## src/rtl/bram_arbiter_if.sv

```systemverilog
// bram_arbiter_if: requester-side bus of the two-port block-RAM arbiter
interface bram_arbiter_if #(
    parameter int AW = 10,
    parameter int DW = 16
);
    logic          req0;
    logic          req1;
    logic          we0;
    logic          we1;
    logic [AW-1:0] addr0;
    logic [AW-1:0] addr1;
    logic [DW-1:0] wdata0;
    logic [DW-1:0] wdata1;
    logic          gnt0;
    logic          gnt1;
    logic          rvalid0;
    logic          rvalid1;
    logic [DW-1:0] rdata;

    modport master (
        output req0, req1, we0, we1, addr0, addr1, wdata0, wdata1,
        input  gnt0, gnt1, rvalid0, rvalid1, rdata
    );

    modport slave (
        input  req0, req1, we0, we1, addr0, addr1, wdata0, wdata1,
        output gnt0, gnt1, rvalid0, rvalid1, rdata
    );
endinterface

```

## src/rtl/bram_arbiter.sv

```systemverilog
// bram_arbiter: zero-fills a block RAM after reset, then round-robin arbitrates two requesters onto it.
// Define BRAM_ARB_OREG_EN when the RAM output register is used (read latency 2 instead of 1).
module bram_arbiter #(
    parameter int AW = 10,
    parameter int DW = 16
) (
    input  logic           clk,
    input  logic           resetn,
    bram_arbiter_if.slave  bus,
    output logic           init_done,
    output logic           mem_ce,
    output logic           mem_oce,
    output logic           mem_wre,
    output logic           mem_reset,
    output logic [AW-1:0]  mem_ad,
    output logic [DW-1:0]  mem_din,
    input  logic [DW-1:0]  mem_dout
);
`ifdef BRAM_ARB_OREG_EN
    localparam int L = 2;
`else
    localparam int L = 1;
`endif

    typedef enum logic {INIT, RUN} state_t;

    state_t        state;
    state_t        next;
    logic [AW-1:0] init_addr;
    logic          last1;
    logic          run;
    logic          g0;
    logic          g1;
    logic [1:0]    rd_pipe [L];

    // State register: reset always restarts the clear pass
    always_ff @(posedge clk) begin
        state <= resetn ? next : INIT;
    end

    // Next state: leave INIT once the top address has been cleared
    always_comb begin
        next = (state == INIT && init_addr == '1) ? RUN : state;
    end

    // Outputs: clear writes in INIT, winner's access in RUN, idle bus otherwise
    always_comb begin
        run     = state == RUN && resetn;
        g0      = run && bus.req0 && (!bus.req1 || last1);
        g1      = run && bus.req1 && (!bus.req0 || !last1);
        mem_ce  = state == INIT || g0 || g1;
        mem_wre = state == INIT ? 1'b1 : g0 ? bus.we0 : g1 ? bus.we1 : 1'b0;
        mem_ad  = state == INIT ? init_addr : g0 ? bus.addr0 : g1 ? bus.addr1 : '0;
        mem_din = state == INIT ? '0 : g0 ? bus.wdata0 : g1 ? bus.wdata1 : '0;
    end

    assign bus.gnt0    = g0;
    assign bus.gnt1    = g1;
    assign bus.rvalid0 = resetn && rd_pipe[L-1][0];
    assign bus.rvalid1 = resetn && rd_pipe[L-1][1];
    assign bus.rdata   = mem_dout;
    assign mem_oce     = 1'b1;
    assign mem_reset   = !resetn;

    // Clear address walks upward in INIT and parks at zero otherwise
    always_ff @(posedge clk) begin
        init_addr <= (resetn && state == INIT) ? init_addr + 1'b1 : '0;
    end

    // Last-granted pointer moves only on a grant; reset leaves requester 0 favoured
    always_ff @(posedge clk) begin
        if (!resetn)
            last1 <= 1'b1;
        else if (g0 || g1)
            last1 <= g1;
    end

    // init_done rises together with entry into RUN
    always_ff @(posedge clk) begin
        init_done <= resetn && next == RUN;
    end

    // Read-owner pipeline: one-hot owner per granted read, aligned with RAM latency
    always_ff @(posedge clk) begin
        if (!resetn) begin
            for (int i = 0; i < L; i++)
                rd_pipe[i] <= 2'b00;
        end else begin
            rd_pipe[0] <= {g1 && !bus.we1, g0 && !bus.we0};
            for (int i = 1; i < L; i++)
                rd_pipe[i] <= rd_pipe[i-1];
        end
    end
endmodule

```

## src/flat_wrapper.sv

```systemverilog
// flat-port wrapper written by rule: the top's interface ports become plain ports
module bram_arbiter_flat 
#(
    parameter int AW = 10,
    parameter int DW = 16
)
  (clk, resetn, init_done, mem_ce, mem_oce, mem_wre, mem_reset, mem_ad, mem_din, mem_dout, bus_req0, bus_req1, bus_we0, bus_we1, bus_addr0, bus_addr1, bus_wdata0, bus_wdata1, bus_gnt0, bus_gnt1, bus_rvalid0, bus_rvalid1, bus_rdata);
  bram_arbiter_if #(.AW(AW), .DW(DW)) bus_i ();
  input  logic clk;
  input  logic resetn;
  output logic init_done;
  output logic mem_ce;
  output logic mem_oce;
  output logic mem_wre;
  output logic mem_reset;
  output logic [AW-1:0] mem_ad;
  output logic [DW-1:0] mem_din;
  input  logic [DW-1:0] mem_dout;
  input wire logic [$bits(bus_i.req0)-1:0] bus_req0;
  input wire logic [$bits(bus_i.req1)-1:0] bus_req1;
  input wire logic [$bits(bus_i.we0)-1:0] bus_we0;
  input wire logic [$bits(bus_i.we1)-1:0] bus_we1;
  input wire logic [$bits(bus_i.addr0)-1:0] bus_addr0;
  input wire logic [$bits(bus_i.addr1)-1:0] bus_addr1;
  input wire logic [$bits(bus_i.wdata0)-1:0] bus_wdata0;
  input wire logic [$bits(bus_i.wdata1)-1:0] bus_wdata1;
  output wire logic [$bits(bus_i.gnt0)-1:0] bus_gnt0;
  output wire logic [$bits(bus_i.gnt1)-1:0] bus_gnt1;
  output wire logic [$bits(bus_i.rvalid0)-1:0] bus_rvalid0;
  output wire logic [$bits(bus_i.rvalid1)-1:0] bus_rvalid1;
  output wire logic [$bits(bus_i.rdata)-1:0] bus_rdata;
  assign bus_i.req0 = bus_req0;
  assign bus_i.req1 = bus_req1;
  assign bus_i.we0 = bus_we0;
  assign bus_i.we1 = bus_we1;
  assign bus_i.addr0 = bus_addr0;
  assign bus_i.addr1 = bus_addr1;
  assign bus_i.wdata0 = bus_wdata0;
  assign bus_i.wdata1 = bus_wdata1;
  assign bus_gnt0 = bus_i.gnt0;
  assign bus_gnt1 = bus_i.gnt1;
  assign bus_rvalid0 = bus_i.rvalid0;
  assign bus_rvalid1 = bus_i.rvalid1;
  assign bus_rdata = bus_i.rdata;
  bram_arbiter #(.AW(AW), .DW(DW)) u_core (.clk(clk), .resetn(resetn), .bus(bus_i), .init_done(init_done), .mem_ce(mem_ce), .mem_oce(mem_oce), .mem_wre(mem_wre), .mem_reset(mem_reset), .mem_ad(mem_ad), .mem_din(mem_din), .mem_dout(mem_dout));
endmodule
```

## config.mk

```make
export PLATFORM = sky130hd
export DESIGN_NAME = bram_arbiter_flat
export DESIGN_NICKNAME = d
export VERILOG_FILES = /design/src/rtl/bram_arbiter_if.sv /design/src/rtl/bram_arbiter.sv /design/src/flat_wrapper.sv
export SDC_FILE = /design/constraint.sdc
export NUM_CORES = 1
export LEC_CHECK = 0
export BUFFER_PORTS_ARGS = -buffer_cell sky130_fd_sc_hd__clkbuf_2
export CAP_MARGIN = 15
export CORE_MARGIN = 3
export CORE_UTILIZATION = 38
export CTS_BUF_LIST = sky130_fd_sc_hd__clkbuf_4 sky130_fd_sc_hd__clkbuf_8
export DETAILED_ROUTE_END_ITERATION = 6
export PLACE_DENSITY = 0.95
export SYNTH_ARGS = -nofsm -noshare
export SYNTH_HDL_FRONTEND = slang
export SYNTH_SLANG_ARGS = --single-unit
```

## constraint.sdc

```tcl
create_clock -name clk -period 2.6 [get_ports clk]
set_clock_uncertainty 0.1 [all_clocks]
set_input_delay 0.13 -clock clk [delete_from_list [all_inputs] [get_ports clk]]
set_output_delay 0.13 -clock clk [all_outputs]
set_load 0.01 [all_outputs]
```

==> results.sh, run 1 <==
export IMPL_irDropWorstVdd_uv=183
export IMPL_fin_nets=285
export IMPL_vias=1303
export IMPL_rsz0062_at_grt="no"
export IMPL_highest_layer="met4"
export IMPL_core_area_um2=2780
export IMPL_min_delay_start="bus_we1"
export IMPL_r2r_slack_ns=1.06
export IMPL_r2r_start="u_core.init_addr[0]"
export IMPL_multi_input_area_um2=629
export IMPL_dieWidth_um=60.2
export IMPL_crit_type="reg -> out"
export IMPL_slew_viol_final=0
export IMPL_clkLatencyLatePin_ns=0.30
export IMPL_p_per_area_nw_per_um2=311
export IMPL_firstDrtPassIters=4
export IMPL_fin_crit_ns=1.97
export IMPL_syn_inst=136
export IMPL_initial_utilization_pct=40.2
export IMPL_portBuffers=91
export IMPL_final_fill_count=269
export IMPL_drt_met1_wl_um=1350
export IMPL_async_reset_ff_share_pct=0
export IMPL_hold_path_class="in -> reg"
export IMPL_maxCapViolations=0
export IMPL_grt_ovfl_total=0
export IMPL_grt_pass1_vias=1165
export IMPL_avgSynthCellArea_um2=8.22
export IMPL_vias_per_cell=5.43
export IMPL_cp_start_kind="flip-flop"
export IMPL_cts_tree="yes"
export IMPL_grt_use_total_pct=17.6
export IMPL_ios=125
export IMPL_drc_errors=0
export IMPL_synthesis_area_um2=1120
export IMPL_p_leak_nw=0.774
export IMPL_finalSetupViolations=0
export IMPL_postCtsHoldBufs=1
export IMPL_ys_seq_area_share_pct=26.9
export IMPL_synth_top_area_share_pct=26.9
export IMPL_cts_clk_slew_worst_paths_ns=0.10
export IMPL_violations="hold timing"
export IMPL_met2_length_um=1650
export IMPL_die_height_um=60.2
export IMPL_cts_sinks=15
export IMPL_rows=19
export IMPL_htree_levels=1
export IMPL_final_cells=240
export IMPL_cts_resized_gates=0
export IMPL_cp_slowest_cell="dfxtp_1"
export IMPL_drtAntennaViolNets=0
export IMPL_drive_above_1_share_pct=48.3
export IMPL_dp_cells=235
export IMPL_syn_nets=211
export IMPL_max_stage_delay_ns=0.40
export IMPL_clockRootBuffer="clkbuf_4"
export IMPL_drt_initial_drc_count=47
export IMPL_avgRoutedWirePerCell_um=14.5
export IMPL_holdPathStages=3
export IMPL_synth_edf_count=0
export IMPL_status="finished with violations"
export IMPL_grt_max_degree=26
export IMPL_period_share_pct=75.8
export IMPL_cp_end_kind="output port"
export IMPL_grt_antenna_before_repair=0
export IMPL_diodes=0
export IMPL_synth_warning_count=0
export IMPL_hold_slack_ns=-0.00225
export IMPL_cp_arrival_ns=1.74
export IMPL_r2r_cells=4
export IMPL_synth_cell_type_count=31
export IMPL_cts_made_buffers=3
export IMPL_final_hold_violation_count=1
export IMPL_hpwl_um=2820
export IMPL_finalWirelength_um=3470
export IMPL_gp_congestion=0.917
export IMPL_crit_required_ns=2.37
export IMPL_yosys_area_top_type="dfxtp_1"
export IMPL_wl_met3_um=393
export IMPL_syn_to_final_growth_pct=34.7
export IMPL_r2r_end="u_core.init_addr[8]"
export IMPL_fmax_mhz=507
export IMPL_regArea_um2=300
export IMPL_synth_area_top_cells="dfxtp_1 27%, buf_4 13%, a22o_1 13%, a221o_1 9.0%, nor2b_1 5.0%"
export IMPL_cp_max_fo=25
export IMPL_tns_ns=0
export IMPL_cp_cell_sequence="nand3_1 > a21oi_2 > buf_4 > a22o_1 > clkbuf_2"
export IMPL_postCtsSetupBuffers=0
export IMPL_ys_ff_latch=15
export IMPL_whs_endpoint="u_core.rd_pipe[0][1]"
export IMPL_clock_path_buffers=2
export IMPL_die_area_um2=3630
export IMPL_grt_pass1_wl_um=4760
export IMPL_synth_main_ff_cell="dfxtp_1"
-- critical path, delay by kind of cell, from the launching register on --
family / cells / cell delay, ns
AOI/OAI and AO/OA: 2 / 0.44
buffers and inverters: 2 / 0.45
and+or+nand+nor: 1 / 0.14
DFF: 1 / 0.40
-- worst max path at each step --
stage	end	slack, ns	depth (start not counted)	from
after floorplan	mem_ad[6]	1.14	5	u_core.last1
after global placement	mem_ad[9]	1.05	5	u_core.last1
after detailed placement	mem_din[7]	0.99	5	u_core.state
after CTS	mem_din[7]	0.64	5	u_core.state
after global routing	mem_din[7]	0.52	5	u_core.state
final	mem_din[7]	0.63	5	u_core.state
-- state kept, by name, indices dropped and copies added (netlist names) --
| name | cells |
|---|---|
| u_core.rd_pipe | 2 |
| u_core.init_done | 1 |
| u_core.init_addr | 10 |
| u_core.last1 | 1 |
| u_core.state | 1 |
-- logic make-up after synthesis --
logic type | count (synthesis) | synth area share (%)
AOI/OAI and AO/OA | 44 | 31.4
and+or+nand+nor | 41 | 20.6
buffers and inverters | 31 | 17.4
DFF | 15 | 26.9
xor gates and xnor gates | 3 | 2.35
adders and majority gates | 1 | 1.12
other | 1 | 0.336
-- cells in the final DEF (no fill, tap or decap), types with 2 or more instances in the layout --
master	n
nor3_1	2
xor2_1	2
nand2_1	3
o21ai_0	3
nand4_1	2
nand3_1	5
o21a_1	4
clkbuf_4	4
and2_1	4
nand2b_1	2
or3_1	2
or4_1	2
o31ai_1	2
nor2_1	7
a221o_1	10
inv_1	5
clkbuf_2	91
nor2b_1	8
a21oi_1	6
a22o_1	16
buf_4	3
dfxtp_1	15
-- layer usage --
| layer | vias up | GRT usage, % |
|---|---|---|
| met1 | 587 | 18.5 |
| li1 | 634 | - |
| met2 | 75 | 31.3 |
| met5 | - | 0 |
| met3 | 7 | 4.10 |
| met4 | 0 | 10.8 |
-- synth_stat cells, drive strengths merged (2+ instances only) --
library cell / count
or4: 2
o31ai: 2
nor2: 7
a21oi: 7
o21ai: 3
o21a: 4
inv: 5
clkbuf: 3
nor2b: 9
buf: 23
nand2: 3
nand4: 2
xor2: 2
nor3: 2
or3: 2
nand2b: 2
nand3: 6
dfxtp: 15
a221o: 10
a22o: 16
and2: 4
-- layout make-up --
class | instances | area share (%)
Clock buffer | 4 | 2.00
Inverter | 5 | 1.25
Multi-Input combinational cell | 90 | 41.8
Sequential cell | 15 | 20.0
Tap cell | 31 | 2.58
Timing Repair Buffer | 95 | 32.4
-- through the flow --
stage          total power, mW  hold WS (ns)  worst slack (ns)  util (%)  instance area (um^2)
6_report                 0.468      -0.00225             0.628      54.1                  1510
5_1_grt                  0.482        0.0178             0.516      54.1                  1510
4_1_cts                  0.467       0.00105             0.640      54.1                  1510
3_5_place_dp             0.317         0.160             0.990      52.7                  1470
3_3_place_gp             0.317         0.160              1.05      52.7                  1470
2_1_floorplan            0.290         0.118              1.14         -                  1120
-- power by group --
part           internal (mW)  switching, mW  leakage (nW)
logic                 0.0430         0.0316         0.634
clock network         0.0704         0.0842        0.0184
registers              0.234        0.00528         0.121
total                  0.347          0.121         0.774
(Power assumes the default switching activity.)
==> run 2, diff against run 1 <==
Settings changed: CORE_UTILIZATION 38 to 35, PLACE_DENSITY 0.95 to 0.91.
Clock period 2.6 ns to 2.1 ns, I/O delays scaled along.
==> run 2 against run 1 <==
Compared with the run above: the flow now finishes without violations; largest cell class unchanged; power rose by 21%; die area rose by 7.7%; via count is 1.2% lower; first-iteration DRC count rose by 38%; cell count up 5.4%; non-clock buffer count rose by 2; combinational power grew 20%; sequential cell count unchanged; sequential power rose by 24%; routed wire length is 0.29% higher; clock power rose by 17%.
==> results.sh, run 2 (synthesized netlist as in run 1, its figures left out) <==
export IMPL_firstDrtPassIters=4
export IMPL_hpwl_um=2830
export IMPL_grt_pass1_vias=1266
export IMPL_r2r_cells=4
export IMPL_status="complete, no violations"
export IMPL_crit_type="reg -> out"
export IMPL_drc_errors=0
export IMPL_clockRootBuffer="clkbuf_4"
export IMPL_layout_commonest_cell="clkbuf_2"
export IMPL_dp_cells=247
export IMPL_cp_max_fo=24
export IMPL_p_int_uw=430
export IMPL_rsz0062_at_grt="no"
export IMPL_crit_required_ns=1.89
export IMPL_clkLatencyLatePin_ns=0.29
export IMPL_cts_tree="yes"
export IMPL_period_share_pct=89.4
export IMPL_grt_ovfl_total=0
export IMPL_grt_antenna_before_repair=0
export IMPL_cp_cell_sequence="nand2b_1 > nor2b_2 > buf_4 > a22o_1 > clkbuf_2"
export IMPL_clkPwrFrac_pct=32.0
export IMPL_final_fill_count=292
export IMPL_cts_clk_slew_worst_paths_ns=0.08
export IMPL_slew_viol_final=0
export IMPL_grt_use_total_pct=17.5
export IMPL_ios=125
export IMPL_timing_final_ws_setup_ns=0.222
export IMPL_postCtsSetupBuffers=0
export IMPL_cp_end_kind="output port"
export IMPL_grt_pass1_wl_um=5640
export IMPL_tns_ns=0
export IMPL_avgRoutedWirePerCell_um=13.8
export IMPL_vias=1287
export IMPL_die_height_um=62.5
export IMPL_final_cells=253
export IMPL_max_stage_delay_ns=0.41
export IMPL_rows=19
export IMPL_largest_register_ffs=10
export IMPL_vias_per_cell=5.09
export IMPL_fin_crit_ns=1.88
export IMPL_final_cell_mix="91 x clkbuf_2, 16 x a22o_1, 15 x dfxtp_1, 10 x a221o_1, 8 x nor2b_1"
export IMPL_final_hold_violation_count=0
export IMPL_maxCapViolations=0
export IMPL_cp_slowest_cell="dfxtp_1"
export IMPL_top_register="u_core.init_addr"
export IMPL_initial_utilization_pct=38.5
export IMPL_holdPathStages=2
export IMPL_cts_sinks=15
export IMPL_die_area_um2=3910
export IMPL_p_sw_uw=136
export IMPL_syn_to_final_growth_pct=37.5
export IMPL_fin_nets=287
export IMPL_p_leak_nw=0.784
export IMPL_final_core_util_pct=53.0
export IMPL_clock_path_buffers=2
export IMPL_combPwrFrac_pct=15.8
export IMPL_hold_slack_ns=0.00677
export IMPL_finalWirelength_um=3480
export IMPL_hold_path_class="in -> reg"
export IMPL_switching_share_pct=24.1
export IMPL_portBuffers=91
export IMPL_drt_initial_drc_count=65
export IMPL_cts_made_buffers=3
export IMPL_drtAntennaViolNets=0
export IMPL_p_per_area_nw_per_um2=369
export IMPL_cp_arrival_ns=1.67
export IMPL_htree_levels=1
export IMPL_drive_above_1_share_pct=48.3
export IMPL_dieWidth_um=62.5
export IMPL_gp_congestion=0.766
export IMPL_cp_start_kind="flip-flop"
export IMPL_p_seq_share_pct=52.2
export IMPL_finalSetupViolations=0
export IMPL_core_area_um2=2900
export IMPL_diodes=0
export IMPL_pre_cts_ws_ns=0.533
export IMPL_grt_max_degree=25
export IMPL_largest_registers="u_core.init_addr: 10 flops, u_core.rd_pipe: 2 flops"
export IMPL_irDropWorstVdd_uv=180
export IMPL_fmax_mhz=532
==> run 2: through the flow <==
stage	cell area [um^2]	power, mW
2_1_floorplan	1120	0.358
3_3_place_gp	1490	0.388
3_5_place_dp	1490	0.389
4_1_cts	1540	0.569
5_1_grt	1540	0.594
6_report	1540	0.566
==> run 2: worst max-delay path, delay by kind of cell (launching register included) <==
family | cells | cell delay (ns)
compound gates | 1 | 0.19
simple gates | 2 | 0.37
flops | 1 | 0.41
buf+inv | 2 | 0.42
==> run 2: path summary, 6_finish.rpt <==
path | from | end | slack (ns)
worst max-delay path | u_core.last1 | mem_din[7] | 0.22
worst min register to register | u_core.init_addr[8] | u_core.init_addr[8] | 0.41
worst min-delay path | resetn | u_core.last1 | 0.007
worst max register to register | u_core.init_addr[0] | u_core.init_addr[8] | 0.54
==> run 2: power by group through the flow <==
stage               sequential [mW]  combinational [mW]  clock (mW)
finish                        0.296              0.0896       0.181
CTS                           0.295              0.0903       0.184
detailed placement            0.302              0.0866           0
floorplan                     0.300              0.0581           0
global route                  0.296               0.101       0.197
global placement              0.302              0.0862           0
==> run 2: area by class of cell <==
| class | instances | area, um^2 | share of cell area (%) |
|---|---|---|---|
| clock buffers | 4 | 30.0 | 1.95 |
| flip-flops and latches | 15 | 300 | 19.5 |
| well taps | 42 | 52.6 | 3.42 |
| inverters | 5 | 18.8 | 1.22 |
| multi-input cells | 90 | 629 | 41.0 |
| repair buffers | 97 | 505 | 32.9 |
==> run 2: repair_timing <==
item | 4_1_cts | 5_1_grt
hold buffers | 2 | 0
hold endpoints to repair | 2 | 0
resized for setup | 0 | 0
==> run 2: per-layer routing <==
metal | up-vias | part of all wire, % | global-route usage, %
li1 | 631 | - | -
met1 | 588 | 36 | 17.7
met2 | 61 | 53 | 33.0
met3 | 7 | 10 | 6.47
met4 | 0 | 1.3 | 5.23
met5 | - | 0 | 0
==> run 3, diff against run 2 <==
Settings changed: CELL_PAD_IN_SITES_DETAIL_PLACEMENT set to 1, CELL_PAD_IN_SITES_GLOBAL_PLACEMENT set to 1, CORE_UTILIZATION 35 to 20, PLACE_DENSITY 0.91 to 0.88.
Clock period 2.1 ns to 1.55 ns, I/O delays scaled along.
==> run 3 against run 2 <==
Compared with the run above: register-to-register slack got worse by 0.44 ns; the run now ends with setup timing left; hold slack better by 0.0025 ns; critical path depth stayed put; highest routed layer unchanged; non-clock buffer count rose by 2; die area up 67%; global-route usage is 4.6 points lower; cell count is 12% higher; via count up 4.0%; worst setup slack lost 0.34 ns.
==> results.sh, run 3 (synthesized netlist as in run 1, its figures left out) <==
export IMPL_final_cell_mix="75 x clkbuf_2, 16 x a22o_1, 16 x buf_2, 10 x a221o_1, 10 x dfxtp_1"
export IMPL_p_int_uw=666
export IMPL_dieWidth_um=80.7
export IMPL_p_sw_uw=208
export IMPL_p_leak_nw=0.855
export IMPL_crit_type="reg -> out"
export IMPL_diodes=0
export IMPL_whs_endpoint="u_core.rd_pipe[0][1]"
export IMPL_hold_path_class="in -> reg"
export IMPL_portBuffers=91
export IMPL_holdPathStages=3
export IMPL_clock_path_buffers=2
export IMPL_grt_pass1_wl_um=6470
export IMPL_cts_tree="yes"
export IMPL_cp_start_kind="flip-flop"
export IMPL_cts_sinks=15
export IMPL_initial_utilization_pct=21.2
export IMPL_hpwl_um=3310
export IMPL_fmax_mhz=598
export IMPL_grt_ovfl_total=0
export IMPL_switching_share_pct=23.8
export IMPL_r2r_start="u_core.init_addr[1]"
export IMPL_core_area_um2=5270
export IMPL_drt_initial_drc_count=44
export IMPL_gp_congestion=0.801
export IMPL_r2r_cells=4
export IMPL_place_area_um2=1550
export IMPL_finalPower_uw=873
export IMPL_rsz0062_at_grt="yes"
export IMPL_final_fill_count=661
export IMPL_drtAntennaViolNets=0
export IMPL_period_share_pct=108
export IMPL_finalSetupViolations=28
export IMPL_cts_made_buffers=3
export IMPL_die_area_um2=6520
export IMPL_avgRoutedWirePerCell_um=16.2
export IMPL_clkPwrFrac_pct=38.7
export IMPL_crit_required_ns=1.37
export IMPL_p_seq_share_pct=45.7
export IMPL_syn_to_final_growth_pct=54.9
export IMPL_tns_ns=-2.08
export IMPL_design_area_um2=1730
export IMPL_finalWirelength_um=4600
export IMPL_irDropWorstVdd_uv=270
export IMPL_largest_registers="u_core.init_addr: 10 flops, u_core.rd_pipe: 2 flops"
export IMPL_drive_above_1_share_pct=53.5
export IMPL_postCtsSetupBuffers=0
export IMPL_grt_antenna_before_repair=0
export IMPL_cts_clk_slew_worst_paths_ns=0.06
export IMPL_firstDrtPassIters=4
export IMPL_grt_pass1_vias=1343
export IMPL_violations="setup timing"
export IMPL_maxCapViolations=0
export IMPL_cp_end_kind="output port"
export IMPL_vias_per_cell=4.73
export IMPL_fin_nets=289
export IMPL_htree_levels=1
export IMPL_layout_commonest_cell="clkbuf_2"
export IMPL_final_core_util_pct=32.8
export IMPL_vias=1339
export IMPL_r2r_end="u_core.init_addr[8]"
export IMPL_timing_final_ws_setup_ns=-0.122
export IMPL_rows=26
export IMPL_slew_viol_final=0
export IMPL_p_per_area_nw_per_um2=505
export IMPL_status="finished with violations"
export IMPL_combPwrFrac_pct=15.6
export IMPL_r2r_slack_ns=0.10
export IMPL_clkLatencyLatePin_ns=0.25
export IMPL_largest_register_ffs=10
export IMPL_grt_max_degree=16
export IMPL_drc_errors=0
export IMPL_top_register="u_core.init_addr"
export IMPL_fin_crit_ns=1.67
export IMPL_final_hold_violation_count=0
export IMPL_min_delay_start="bus_we1"
export IMPL_clockRootBuffer="clkbuf_8"
export IMPL_grt_use_total_pct=12.9
export IMPL_ios=125
export IMPL_die_height_um=80.7
export IMPL_cp_max_fo=14
export IMPL_cp_arrival_ns=1.49
## run 3: cell types whose count changed in the layout (fill, tap and decap cells not counted), moves of 2 or more
cell / previous run / this run
dfxtp_4: 0 / 2
buf_12: 0 / 2
clkbuf_4: 4 / 1
nand3_1: 5 / 3
dfxtp_2: 0 / 3
clkbuf_8: 0 / 3
clkbuf_2: 91 / 75
buf_2: 0 / 16
dfxtp_1: 15 / 10
buf_4: 4 / 2
## run 3: cell type report
type	count	area [um^2]	area share, %
clock buffers	4	48.8	2.82
multi-input cells	90	679	39.3
well taps	70	87.6	5.06
flip-flops and latches	15	312	18.0
inverters	5	18.8	1.08
repair buffers	99	584	33.8
## run 3: metrics by stage
stage	instances	setup slack [ns]	hold slack, ns
final	283	-0.122	0.00929
after global routing	283	-0.162	0.0183
after CTS	282	-0.127	0.00309
after detailed placement	275	0.0682	0.0551
after global placement	275	0.132	0.0551
after floorplan	136	0.145	0.0658
## run 3: how the worst max path moves through the flow
stage	startpoint	to	slack [ns]	cells after the start
global placement	u_core.init_addr[2]	u_core.init_addr[7]	0.13	3
global route	u_core.state	mem_wre	-0.16	5
floorplan	u_core.last1	mem_ad[6]	0.14	5
detailed placement	u_core.init_addr[1]	u_core.init_addr[8]	0.07	4
finish	u_core.last1	mem_ad[6]	-0.12	5
CTS	u_core.last1	mem_ad[6]	-0.13	5
## run 3: metal layers
layer  track usage (%)  vias up  routed length (um)
li1                  -      641                   -
met3              4.88        4                 607
met4              3.72        0                  31
met2              25.5       82                2380
met5                 0        -                   0
met1              12.3      612                1580
## run 3: power groups by stage
stage / Clock (mW) / Sequential, mW / Combinational, mW
2_1_floorplan: 0 / 0.407 / 0.0787
3_3_place_gp: 0 / 0.407 / 0.124
3_5_place_dp: 0 / 0.408 / 0.127
4_1_cts: 0.345 / 0.396 / 0.132
5_1_grt: 0.364 / 0.400 / 0.149
6_report: 0.338 / 0.399 / 0.136
## run 3: worst max-delay path, cell delays in order (launching register included)
cell and delay [ns]:
dfxtp_4 0.36, nand2b_4 0.15, nor2b_4 0.15, buf_12 0.15
a221o_1 0.30, clkbuf_2 0.14
## run 3: timing repair
item / 4_1_cts / 5_1_grt
gates resized for setup: 12 / 22
cloned: 2 / 1
pin swaps: 0 / 5
endpoints found under the hold margin: 1 / 0
hold buffers: 1 / 0
setup endpoints to repair: 29 / 34
